[config.mk]
export PLATFORM = sky130hd
export DESIGN_NAME = controller_sequencer_flat
export DESIGN_NICKNAME = d
export VERILOG_FILES = /design/src/rtl/controller_sequencer_if.sv /design/src/rtl/controller_sequencer.sv /design/src/flat_wrapper.sv
export SDC_FILE = /design/constraint.sdc
export NUM_CORES = 1
export LEC_CHECK = 0
export ABC_AREA = 1
export CAP_MARGIN = 10
export CORE_MARGIN = 10
export CORE_UTILIZATION = 40
export DETAILED_ROUTE_END_ITERATION = 16
export PLACE_DENSITY_LB_ADDON = 0.1
export SYNTH_ARGS = -nofsm -noshare
export SYNTH_HDL_FRONTEND = slang
export SYNTH_SLANG_ARGS = --single-unit
[constraint.sdc]
create_clock -name clk -period 3.7 [get_ports clk]
set_clock_uncertainty 0.1 [all_clocks]
set_input_delay 0.74 -clock clk [delete_from_list [all_inputs] [get_ports clk]]
set_output_delay 0.74 -clock clk [all_outputs]
set_load 0.02 [all_outputs]
[src/rtl/controller_sequencer_if.sv]
// controller_sequencer_if
//   Bundles the sequencer's decode input and control outputs.
//   opcode        4   IR bits [7:4] (driven by the IR side)
//   t_state       6   one-hot ring state, bit0=T1 .. bit5=T6
//   halted        1   set by HLT, cleared only by reset
//   control_word  12  {cp,ep,lm,ce,li,ei,la,ea,su,eu,lb,lo}
//   master: the sequencer. slave: the datapath / IR side.
interface controller_sequencer_if;
  logic [3:0]  opcode;
  logic [5:0]  t_state;
  logic        halted;
  logic [11:0] control_word;

  modport master (input opcode, output t_state, halted, control_word);
  modport slave  (output opcode, input t_state, halted, control_word);
endinterface

[src/rtl/controller_sequencer.sv]
// controller_sequencer
//   SAP-1 control unit: 6-state one-hot ring counter (T1..T6) plus opcode
//   decoder producing the 12-bit control word. Supports LDA/ADD/SUB/OUT/HLT.
//   Ports:
//     clk    in  system clock, rising edge
//     clr_n  in  asynchronous active-low reset
//     bus    controller_sequencer_if.master (opcode in; t_state, halted,
//            control_word out)
//   Build option:
//     EARLY_END_EN  when defined, the ring returns to T1 right after the last
//                   active execute state (OUT/undefined: 4 clocks, LDA: 5,
//                   ADD/SUB: 6). When undefined every instruction takes 6.
module controller_sequencer #(
  parameter logic [3:0] OP_LDA = 4'b0000,
  parameter logic [3:0] OP_ADD = 4'b0001,
  parameter logic [3:0] OP_SUB = 4'b0010,
  parameter logic [3:0] OP_OUT = 4'b1110,
  parameter logic [3:0] OP_HLT = 4'b1111
) (
  input  logic                     clk,
  input  logic                     clr_n,
  controller_sequencer_if.master   bus
);

`ifdef EARLY_END_EN
  localparam bit EARLY_END = 1'b1;
`else
  localparam bit EARLY_END = 1'b0;
`endif

  // control word bit positions, bit11=cp .. bit0=lo
  localparam logic [11:0] CP = 12'h800;
  localparam logic [11:0] EP = 12'h400;
  localparam logic [11:0] LM = 12'h200;
  localparam logic [11:0] CE = 12'h100;
  localparam logic [11:0] LI = 12'h080;
  localparam logic [11:0] EI = 12'h040;
  localparam logic [11:0] LA = 12'h020;
  localparam logic [11:0] EA = 12'h010;
  localparam logic [11:0] SU = 12'h008;
  localparam logic [11:0] EU = 12'h004;
  localparam logic [11:0] LB = 12'h002;
  localparam logic [11:0] LO = 12'h001;

  typedef enum logic [5:0] {
    T1 = 6'b000001,
    T2 = 6'b000010,
    T3 = 6'b000100,
    T4 = 6'b001000,
    T5 = 6'b010000,
    T6 = 6'b100000
  } t_state_e;

  t_state_e    state_q;
  logic        halted_q;
  logic [11:0] cw;
  logic        op_known;

  assign op_known = (bus.opcode == OP_LDA) || (bus.opcode == OP_ADD) ||
                    (bus.opcode == OP_SUB) || (bus.opcode == OP_OUT) ||
                    (bus.opcode == OP_HLT);

  // Ring counter and halt flag. HLT parks the ring at T4 with halted set;
  // only clr_n can release it.
  always_ff @(posedge clk or negedge clr_n) begin
    if (!clr_n) begin
      state_q  <= T1;
      halted_q <= 1'b0;
    end else if (!halted_q) begin
      case (state_q)
        T1: state_q <= T2;
        T2: state_q <= T3;
        T3: state_q <= T4;
        T4: begin
          if (bus.opcode == OP_HLT)
            halted_q <= 1'b1;
          else if (EARLY_END && ((bus.opcode == OP_OUT) || !op_known))
            state_q <= T1;
          else
            state_q <= T5;
        end
        T5: begin
          if (EARLY_END && (bus.opcode == OP_LDA))
            state_q <= T1;
          else
            state_q <= T6;
        end
        T6:      state_q <= T1;
        default: state_q <= T1; // non-one-hot recovery
      endcase
    end
  end

  // Decoder: purely combinational from the registered state, so the word
  // tracks t_state with no extra cycle.
  always_comb begin
    cw = '0;
    if (!halted_q) begin
      case (state_q)
        T1: cw = EP | LM;
        T2: cw = CP;
        T3: cw = CE | LI;
        T4: begin
          if ((bus.opcode == OP_LDA) || (bus.opcode == OP_ADD) ||
              (bus.opcode == OP_SUB))
            cw = EI | LM;
          else if (bus.opcode == OP_OUT)
            cw = EA | LO;
        end
        T5: begin
          if (bus.opcode == OP_LDA)
            cw = CE | LA;
          else if ((bus.opcode == OP_ADD) || (bus.opcode == OP_SUB))
            cw = CE | LB;
        end
        T6: begin
          if (bus.opcode == OP_ADD)
            cw = EU | LA;
          else if (bus.opcode == OP_SUB)
            cw = SU | EU | LA;
        end
        default: cw = '0;
      endcase
    end
  end

  assign bus.t_state      = state_q;
  assign bus.halted       = halted_q;
  assign bus.control_word = cw;

endmodule
[src/flat_wrapper.sv]
// flat-port wrapper written by rule: the top's interface ports become plain ports
module controller_sequencer_flat 
#(
  parameter logic [3:0] OP_LDA = 4'b0000,
  parameter logic [3:0] OP_ADD = 4'b0001,
  parameter logic [3:0] OP_SUB = 4'b0010,
  parameter logic [3:0] OP_OUT = 4'b1110,
  parameter logic [3:0] OP_HLT = 4'b1111
)
  (clk, clr_n, bus_opcode, bus_t_state, bus_halted, bus_control_word);
  controller_sequencer_if bus_i ();
  input  logic clk;
  input  logic clr_n;
  input wire logic [$bits(bus_i.opcode)-1:0] bus_opcode;
  output wire logic [$bits(bus_i.t_state)-1:0] bus_t_state;
  output wire logic [$bits(bus_i.halted)-1:0] bus_halted;
  output wire logic [$bits(bus_i.control_word)-1:0] bus_control_word;
  assign bus_i.opcode = bus_opcode;
  assign bus_t_state = bus_i.t_state;
  assign bus_halted = bus_i.halted;
  assign bus_control_word = bus_i.control_word;
  controller_sequencer #(.OP_LDA(OP_LDA), .OP_ADD(OP_ADD), .OP_SUB(OP_SUB), .OP_OUT(OP_OUT), .OP_HLT(OP_HLT)) u_core (.clk(clk), .clr_n(clr_n), .bus(bus_i));
endmodule
==> results of run 1 <==
==> flip-flops by register name (all words and copies together), names as in the netlist <==
register	flops
u_core.bus.halted	1
u_core.bus.t_state	6
==> layout by cell type, fill, tap and decap left out <==
cell type / Yosys / final
nor3_1: 1 / 1
o211ai_1: 1 / 1
nor2_2: 3 / 3
nand4_1: 2 / 2
o21ai_2: 3 / 3
o21ai_4: 1 / 1
nand4_4: 1 / 1
clkbuf_4: 0 / 3
inv_2: 3 / 3
o21ai_1: 4 / 4
nand2_1: 8 / 8
and3b_1: 1 / 1
nand2_2: 1 / 1
clkdlybuf4s50_1: 0 / 24
nand3_1: 9 / 9
nor2_4: 4 / 4
nand3_4: 1 / 1
nor2_1: 7 / 7
nand3_2: 1 / 1
nor3_2: 1 / 1
inv_1: 10 / 10
a21oi_1: 1 / 1
dfstp_2: 1 / 1
o21bai_2: 1 / 1
dfrtp_1: 6 / 6
clkbuf_1: 0 / 1
==> power breakdown <==
group	leakage (uW)	total, uW	internal [uW]	switching [uW]
Clock	0.0000150	68.1	41.1	27.0
Combinational	0.000271	15.0	7.01	8.01
Sequential	0.0000730	77.4	77.0	0.444
Total	0.000359	161	125	35.5
==> synthesized netlist by cell type, drive strengths merged <==
cell and number:
nor2 14, inv 13, nand3 11, nand2 9, o21ai 8, dfrtp 6
nand4 3, nor3 2, a21oi 1, and3b 1, buf 1, dfstp 1
o211ai 1, o21bai 1
==> metrics by stage <==
| stage | hold WS [ns] | worst slack [ns] |
|---|---|---|
| final | 0.406 | 0.425 |
| after global routing | 0.462 | 0.265 |
| after global placement | 0.398 | 0.474 |
| after CTS | 0.411 | 0.418 |
| after floorplan | 0.344 | 1.14 |
| after detailed placement | 0.401 | 0.420 |
==> critical path: cells and delay by family <==
kind,cells,cell delay (ns)
compound gates,1,0.08
buf+inv,2,1.09
simple gates,4,0.52
==> logic make-up after synthesis <==
group | count (synthesis)
compound gates | 11
buf+inv | 14
simple gates | 40
flops | 7
==> layer usage <==
| layer | track usage [%] | up-vias |
|---|---|---|
| li1 | - | 298 |
| met1 | 9.96 | 265 |
| met2 | 13.7 | 29 |
| met3 | 4.79 | 2 |
| met4 | 3.02 | 0 |
| met5 | 0 | - |
==> cell type report <==
type / count / area [sq um]
inverters: 13 / 48.8
clock buffers: 4 / 26.3
flip-flops and latches: 7 / 176
multi-input cells: 51 / 343
fillers: 111 / 480
repair buffers: 24 / 240
well taps: 15 / 18.8
==> worst max-delay path by stage <==
stage,startpoint,to,slack [ns],depth (start not counted)
after CTS,bus_opcode[3],bus_control_word[5],0.42,7
final,bus_opcode[3],bus_control_word[5],0.43,7
after global routing,bus_opcode[3],bus_control_word[5],0.27,7
after floorplan,bus_opcode[0],bus_control_word[4],1.14,4
after global placement,bus_opcode[3],bus_control_word[5],0.47,7
after detailed placement,bus_opcode[3],bus_control_word[5],0.42,7
==> impl_metrics.tcl, run 1 <==
set metrics [dict create \
    synthDistinctLibCells 24 \
    dieArea_sq_um 3360 \
    crit_chain "clkdlybuf4s50_1, nor2_2, nand3_1, nand2_1, nand3_1, o21ai_1, clkdlybuf4s50_1" \
    fin_cells 114 \
    area.growth.synth_to_final_pct 48.3 \
    regToRegSetupSlack_ns 2.37 \
    tritoncts "done" \
    synth.net_count 78 \
    fmax_mhz 305 \
    hold_violations 0 \
    finalCriticalPeriod_ns 3.27 \
    period_share_pct 88.5 \
    grt_use_total_pct 8.80 \
    drive_above_1_share_pct 24.2 \
    rsz0062_at_grt "false" \
    post_dp_cell_area_sq_um 827 \
    p_per_area_nw_per_um2 188 \
    placedCellCount 110 \
    drt-wirelength-per-cell_um 12.5 \
    synth-simple-area-share_pct 44.6 \
    status "finished clean" \
    wl_met3_um 173 \
    end_kind "primary output" \
    insertion_delay_ns 0.24 \
    cpPeakStageDelay_ns 0.61 \
    antenna_cells 0 \
    path_clk_slew_ns 0.05 \
    numPortBuffers 24 \
    syn_area_sq_um 576 \
    total_power_uw 161 \
    cp_max_fo 5 \
    wl_met1_um 591 \
    crit_slowest_cell "clkdlybuf4s50_1" \
    num_rows 13 \
    antenna_found_initial 0 \
    maxSlewHeadroom_pct 78.3 \
    clk_path_buf_depth 2 \
    route.detailed.drc 0 \
    start_util_pct 43.2 \
    grt_pass1_vias 583 \
    worstHoldEndpoint "u_core.bus.t_state[0]" \
    grt_pass1_wl_mm 2.47 \
    die_h_um 57.9 \
    design.core.area_sq_um 1330 \
    hpwl_mm 1.23 \
    synth_compound_area_share_pct 15.0 \
    synthXorXnorAreaFrac_pct 0 \
    routed_wl_mm 1.43 \
    p_leak_uw 0.000359 \
    cap_violations 0 \
    fin_area_sq_um 853 \
    yosys-top-cells-area "dfrtp_1 (26%), nand3_1 (7.8%), nor2_4 (7.8%), inv_1 (6.5%), nand2_1 (5.2%)" \
    ant_nets 0 \
    ys_seq_area_share_pct 30.7 \
    synthAdderAreaFrac_pct 0 \
    root_buffer "clkbuf_4" \
    grt_start_max_net_pins 8 \
    hp-start "u_core.bus.t_state[0]" \
    postSynthCellCount 72 \
    overflow 0 \
    vdd_drop_max_mv 0.194 \
    timing.rr.start "u_core.bus.t_state[0]" \
    worst_pin_slew_ns 0.324 \
    critPathRequiredTime_ns 2.86 \
    slew_violations 0 \
    reg2reg_depth 6 \
    worstReg2RegEnd "u_core.bus.t_state[0]" \
    synth_top_family_by_area "simple AND/OR/NAND/NOR gates" \
    io_pins 25 \
    viasPerCell 5.21 \
    post_cts_buffers 0 \
    final_util_pct 64.0 \
    avgSynthCellArea_sq_um 7.99 \
    yosysTopAreaCellShare_pct 26.1 \
    synth_mux_area_share_pct 0 \
    top_layer "met4" \
    yosysTopAreaCell "dfrtp_1" \
    cts.repair.resized 0 \
    synth_warnings 0 \
    place_congestion 0.810 \
    cp-start-kind "input pin" \
    drt_iter0_drc 12 \
    htree_levels 1 \
    fp.dieW_um 57.9 \
    critPathKind "in -> out" \
    clkSinkCount 7 \
    hold_buffers 0 \
    worst_hold_path.num_cells 2 \
    hp-class "reg -> reg" \
    setup_tns_ns 0 \
    finalSetupViolations 0 \
    route.met2.wl_um 652 \
    drt-pass1-iter-count 4 \
    numCtsBuffers 3 \
    via_count 594 \
    arrival_ns 2.43 \
    fin_nets 106 \
    synth_seq_cells 7 \
]
No activity file was read; power rests on OpenSTA's default activity.
==> run 2, diff against run 1 <==
--- a/config.mk
+++ b/config.mk
@@ -11,6 +11,9 @@
 export CORE_UTILIZATION = 40
 export DETAILED_ROUTE_END_ITERATION = 16
 export PLACE_DENSITY_LB_ADDON = 0.1
+export RECOVER_POWER = 50
+export REMOVE_ABC_BUFFERS = 1
 export SYNTH_ARGS = -nofsm -noshare
 export SYNTH_HDL_FRONTEND = slang
 export SYNTH_SLANG_ARGS = --single-unit
+export TNS_END_PERCENT = 1
==> run 2 against run 1 <==
  * Die area unchanged
  * Worst hold slack better by 0.0032 ns
  * Largest cell class unchanged
  * Largest power group unchanged
  * Worst setup slack better by 0.0078 ns
  * Count of clock-buffer cells in the layout unchanged
  * Critical path type unchanged
  * First-iteration DRC count up 17%
==> impl_metrics.tcl, run 2 (synthesis gave the netlist of run 1 again) <==
set metrics [dict create \
    status "finished clean" \
    power_switching_uw 36.2 \
    p_clk_share_pct 43.6 \
    end_kind "primary output" \
    viasPerCell 5.05 \
    p_seq_share_pct 48.2 \
    antenna_cells 0 \
    p_leak_uw 0.000355 \
    via_count 576 \
    fillers 140 \
    post_cts_buffers 0 \
    p_int_uw 124 \
    hold_buffers 0 \
    finalSetupViolations 0 \
    drt_iter0_drc 14 \
    design.core.area_sq_um 1330 \
    place_congestion 0.761 \
    arrival_ns 2.43 \
    largest_reg_flops 6 \
    fmax_mhz 306 \
    grt_start_max_net_pins 8 \
    mostFrequentLayoutCell "clkdlybuf4s50_1" \
    drive_above_1_share_pct 19.2 \
    area.growth.synth_to_final_pct 41.3 \
    grt_use_total_pct 9.06 \
    start_util_pct 43.2 \
    cap_violations 0 \
    slew_violations 0 \
    hold_violations 0 \
    clkSinkCount 7 \
    root_buffer "clkbuf_4" \
    critPathKind "in -> out" \
    htree_levels 1 \
    insertion_delay_ns 0.25 \
    setup_tns_ns 0 \
    final_cell_mix "clkdlybuf4s50_1 (20), inv_1 (10), nor2_1 (9), nand3_1 (9), nand2_1 (8)" \
    period_share_pct 88.3 \
    clk_path_buf_depth 2 \
    cts.repair.resized 0 \
    ant_nets 0 \
    hp-class "reg -> reg" \
    routed_wl_mm 1.48 \
    drt-pass1-iter-count 4 \
    grt_pass1_vias 587 \
    worst_pin_slew_ns 0.438 \
    rsz0062_at_grt "false" \
    cp_max_fo 4 \
    overflow 0 \
    num_rows 13 \
    maxSlewHeadroom_pct 70.7 \
    hpwl_mm 1.23 \
    path_clk_slew_ns 0.05 \
    switching_share_pct 22.6 \
    numCtsBuffers 3 \
    fin_nets 106 \
    critPathRequiredTime_ns 2.86 \
    numPortBuffers 24 \
    die_h_um 57.9 \
    dieArea_sq_um 3360 \
    cp-start-kind "input pin" \
    antenna_found_initial 0 \
    tritoncts "done" \
    fp.dieW_um 57.9 \
    finalCriticalPeriod_ns 3.27 \
    io_pins 25 \
    comb_power_share_pct 8.2 \
    hold_slack_ns 0.409 \
    vdd_drop_max_mv 0.156 \
    p_per_area_nw_per_um2 197 \
    drt-wirelength-per-cell_um 13.0 \
    route.detailed.drc 0 \
    grt_pass1_wl_mm 2.58 \
]
## run 2: metal layers
| metal | wire length (um) | GRT usage (%) |
|---|---|---|
| met4 | 14 | 4.36 |
| met3 | 141 | 4.58 |
| met2 | 667 | 12.6 |
| met5 | 0 | 0 |
| met1 | 654 | 11.2 |
## run 2: per-stage QoR
step / cell area (sq um) / cells / worst slack, ns / util (%) / total power [uW]
5_1_grt: 813 / 114 / 0.292 / 61.0 / 168
6_report: 813 / 114 / 0.433 / 61.0 / 161
2_1_floorplan: 568 / 71 / 1.06 / - / 83.5
3_5_place_dp: 827 / 110 / 0.405 / 62.0 / 94.0
3_3_place_gp: 827 / 110 / 0.473 / 62.0 / 93.4
4_1_cts: 853 / 114 / 0.401 / 64.0 / 164
## run 2: final timing paths
path	endpoint	startpoint	slack [ns]	cells past startpoint
max	bus_control_word[5]	bus_opcode[1]	0.43	7
min	u_core.bus.t_state[0]	u_core.bus.t_state[0]	0.41	2
max reg2reg	u_core.bus.t_state[1]	u_core.bus.t_state[0]	2.16	5
min reg2reg	u_core.bus.t_state[0]	u_core.bus.t_state[0]	0.41	2
max in group asynchronous	u_core.bus.t_state[0]	clr_n	2.48	1
min in group asynchronous	u_core.bus.t_state[1]	clr_n	0.73	1
## run 2: power groups by stage
stage	clock network, uW	registers, uW	logic, uW
final	70.0	77.4	13.2
after detailed placement	0	78.7	15.3
after global placement	0	78.7	14.7
after global routing	76.7	77.4	14.4
after floorplan	0	79.1	4.42
after CTS	71.5	77.4	15.3
## run 2: area by class of cell
type | instances | area, sq um | area share [%]
Sequential cell | 7 | 176 | 21.7
Timing Repair Buffer | 24 | 240 | 29.5
Clock buffer | 4 | 26.3 | 3.23
Inverter | 13 | 48.8 | 6.00
Tap cell | 15 | 18.8 | 2.31
Multi-Input combinational cell | 51 | 303 | 37.2
## run 2: critical path: stages
cell and delay (ns):
dlygate4sd3_1 0.59, inv_1 0.11, nand3_1 0.10, nand2_1 0.09
nand3_1 0.09, o21ai_1 0.09, clkdlybuf4s50_1 0.61
==> run 3, diff against run 2 <==
--- a/config.mk
+++ b/config.mk
@@ -10,9 +10,12 @@
 export CORE_MARGIN = 10
 export CORE_UTILIZATION = 40
 export DETAILED_ROUTE_END_ITERATION = 16
+export GPL_ROUTABILITY_DRIVEN = 0
 export PLACE_DENSITY_LB_ADDON = 0.1
 export RECOVER_POWER = 50
 export REMOVE_ABC_BUFFERS = 1
+export SKIP_LAST_GASP = 1
+export SLEW_MARGIN = 10
 export SYNTH_ARGS = -nofsm -noshare
 export SYNTH_HDL_FRONTEND = slang
 export SYNTH_SLANG_ARGS = --single-unit
==> results of run 3 <==
Same layout as run 2: the final DEF is identical, and so are final timing and power.
==> variant, RTL diff (flow settings as in run 3) <==
Build with the macro `EARLY_END_EN` defined.
--- a/src/rtl/controller_sequencer.sv
+++ b/src/rtl/controller_sequencer.sv
@@ -10,6 +10,8 @@
 //     EARLY_END_EN  when defined, the ring returns to T1 right after the last
 //                   active execute state (OUT/undefined: 4 clocks, LDA: 5,
 //                   ADD/SUB: 6). When undefined every instruction takes 6.
+`define EARLY_END_EN
+
 module controller_sequencer #(
   parameter logic [3:0] OP_LDA = 4'b0000,
   parameter logic [3:0] OP_ADD = 4'b0001,
Behaviour: not the same (Yosys sat finds a counterexample within 10 cycles, from zero or initial values).
==> variant against run 3 <==
- total power down 3.3%
- global-route usage up 0.64 points
- fmax down 3.9%
- setup slack worse by 130 ps
- wire length up 1.6%
- sequential share of layout area up 0.10 points
- clock power down 3.6%
- sequential cell count unchanged
- design area down 0.46%
- critical path depth up 2
- synthesized area down 4.1%
- utilization up 1.2 points
- largest cell class unchanged
- largest power group unchanged
- highest routed layer is now met3
==> variant: results (changes against run 3) <==
* GRT Total Usage at 9.70% (was 9.06%)
* Register area share after synthesis at 32.0% (was 30.7%)
* CP arrival at 2560 ps (was 2430 ps)
* Async set or reset register ratio after synthesis at 100% (unchanged)
* Count of different cell masters after synthesis at 21 (was 24)
* Reg2Reg Setup Slack at 1390 ps (was 2160 ps)
* Met3 Use GR at 6.64% (was 4.58%)
* M1 WL at 632 µm (was 654 µm)
* Top Metal Used: met3 (was met4)
* Synth top area cells: dfrtp_1 27%, nand2_1 14%, nor2_1 9.5% (was dfrtp_1 26%, nand3_1 7.8%, nor2_4 7.8%)
* DP Worst Slack at 307 ps (was 405 ps)
* Number of global-route vias before repair at 591 (was 587)
* GRT met2 Usage at 15.2% (was 12.6%)
* Global-route wire length before repair at 2600 µm (was 2580 µm)
* DP HPWL at 1280 µm (was 1230 µm)
* Launching point of the worst reg2reg path: u_core.bus.t_state[1]$_DFFE_PN0P_ (was u_core.bus.t_state[0]$_DFFE_PN1P_)
* Grt met1 use at 10.6% (was 11.2%)
* Crit-path leading delay family: buffers and inverters (unchanged)
* Maximum vdd drop at 270 µV (was 156 µV)
* DR WL/cell at 12.2 µm (was 13.0 µm)
* Drt total wl at 1500 µm (was 1480 µm)
* Layout cell share with drive strength beyond 1 at 12.0% (was 19.2%)
* Pre-Repair DR Iteration Count at 5 (was 4)
* DR WL met2 at 708 µm (was 667 µm)
* Iter 0 DRT Violations at 11 (was 14)
* Post-synth top cells: 20 x nand2_1, 14 x nor2_1, 13 x inv_1 (was 10 x inv_1, 9 x nand3_1, 8 x nand2_1)
* Worst-path fanout max at 5 (was 4)
* Xor and xnor area share after synthesis at 0% (unchanged)
* Status: finished clean (unchanged)
* Vias at 584 (was 576)
* Leakage power at 0.333 nW (was 0.355 nW)
* Slew @ Worst Pin at 817 ps (was 438 ps)
* Synth Area in Compound Gates at 13.2% (was 15.0%)
* Final hold slack at 415 ps (was 409 ps)
* R2R Path End: u_core.bus.t_state[3]$_DFFE_PN0P_ (was u_core.bus.t_state[1]$_DFFE_PN0P_)
* Nets@finish at 115 (was 106)
* Slowest library cell on the worst path: dlygate4sd3_1 (was clkdlybuf4s50_1)
* Synthesized area per cell at 6.81 µm² (was 7.99 µm²)
* Routed length on met3 at 161 µm (was 141 µm)
* Placed Instance Area at 803 µm² (was 827 µm²)
## variant: worst max-delay path by stage
stage             startpoint             endpoint  slack [ps]  depth (start not counted)
6_report       bus_opcode[1]  bus_control_word[9]         300                          9
5_1_grt        bus_opcode[1]  bus_control_word[9]         130                          9
4_1_cts        bus_opcode[3]  bus_control_word[9]         300                          9
3_5_place_dp   bus_opcode[3]  bus_control_word[9]         310                          9
3_3_place_gp   bus_opcode[3]  bus_control_word[9]         360                          9
2_1_floorplan  bus_opcode[0]  bus_control_word[0]         780                          3
## variant: where the power goes
part | internal [mW] | switching [mW] | leakage, nW
Clock | 0.0410 | 0.0265 | 0.0150
Combinational | 0.00537 | 0.00561 | 0.245
Sequential | 0.0768 | 0 | 0.0733
## variant: area by class of cell
cell class	instances	area, µm²
inverters	15	57.6
repair buffers	24	240
multi-input cells	58	290
flip-flops and latches	7	176
fillers	149	492
clock buffers	4	26.3
well taps	15	18.8
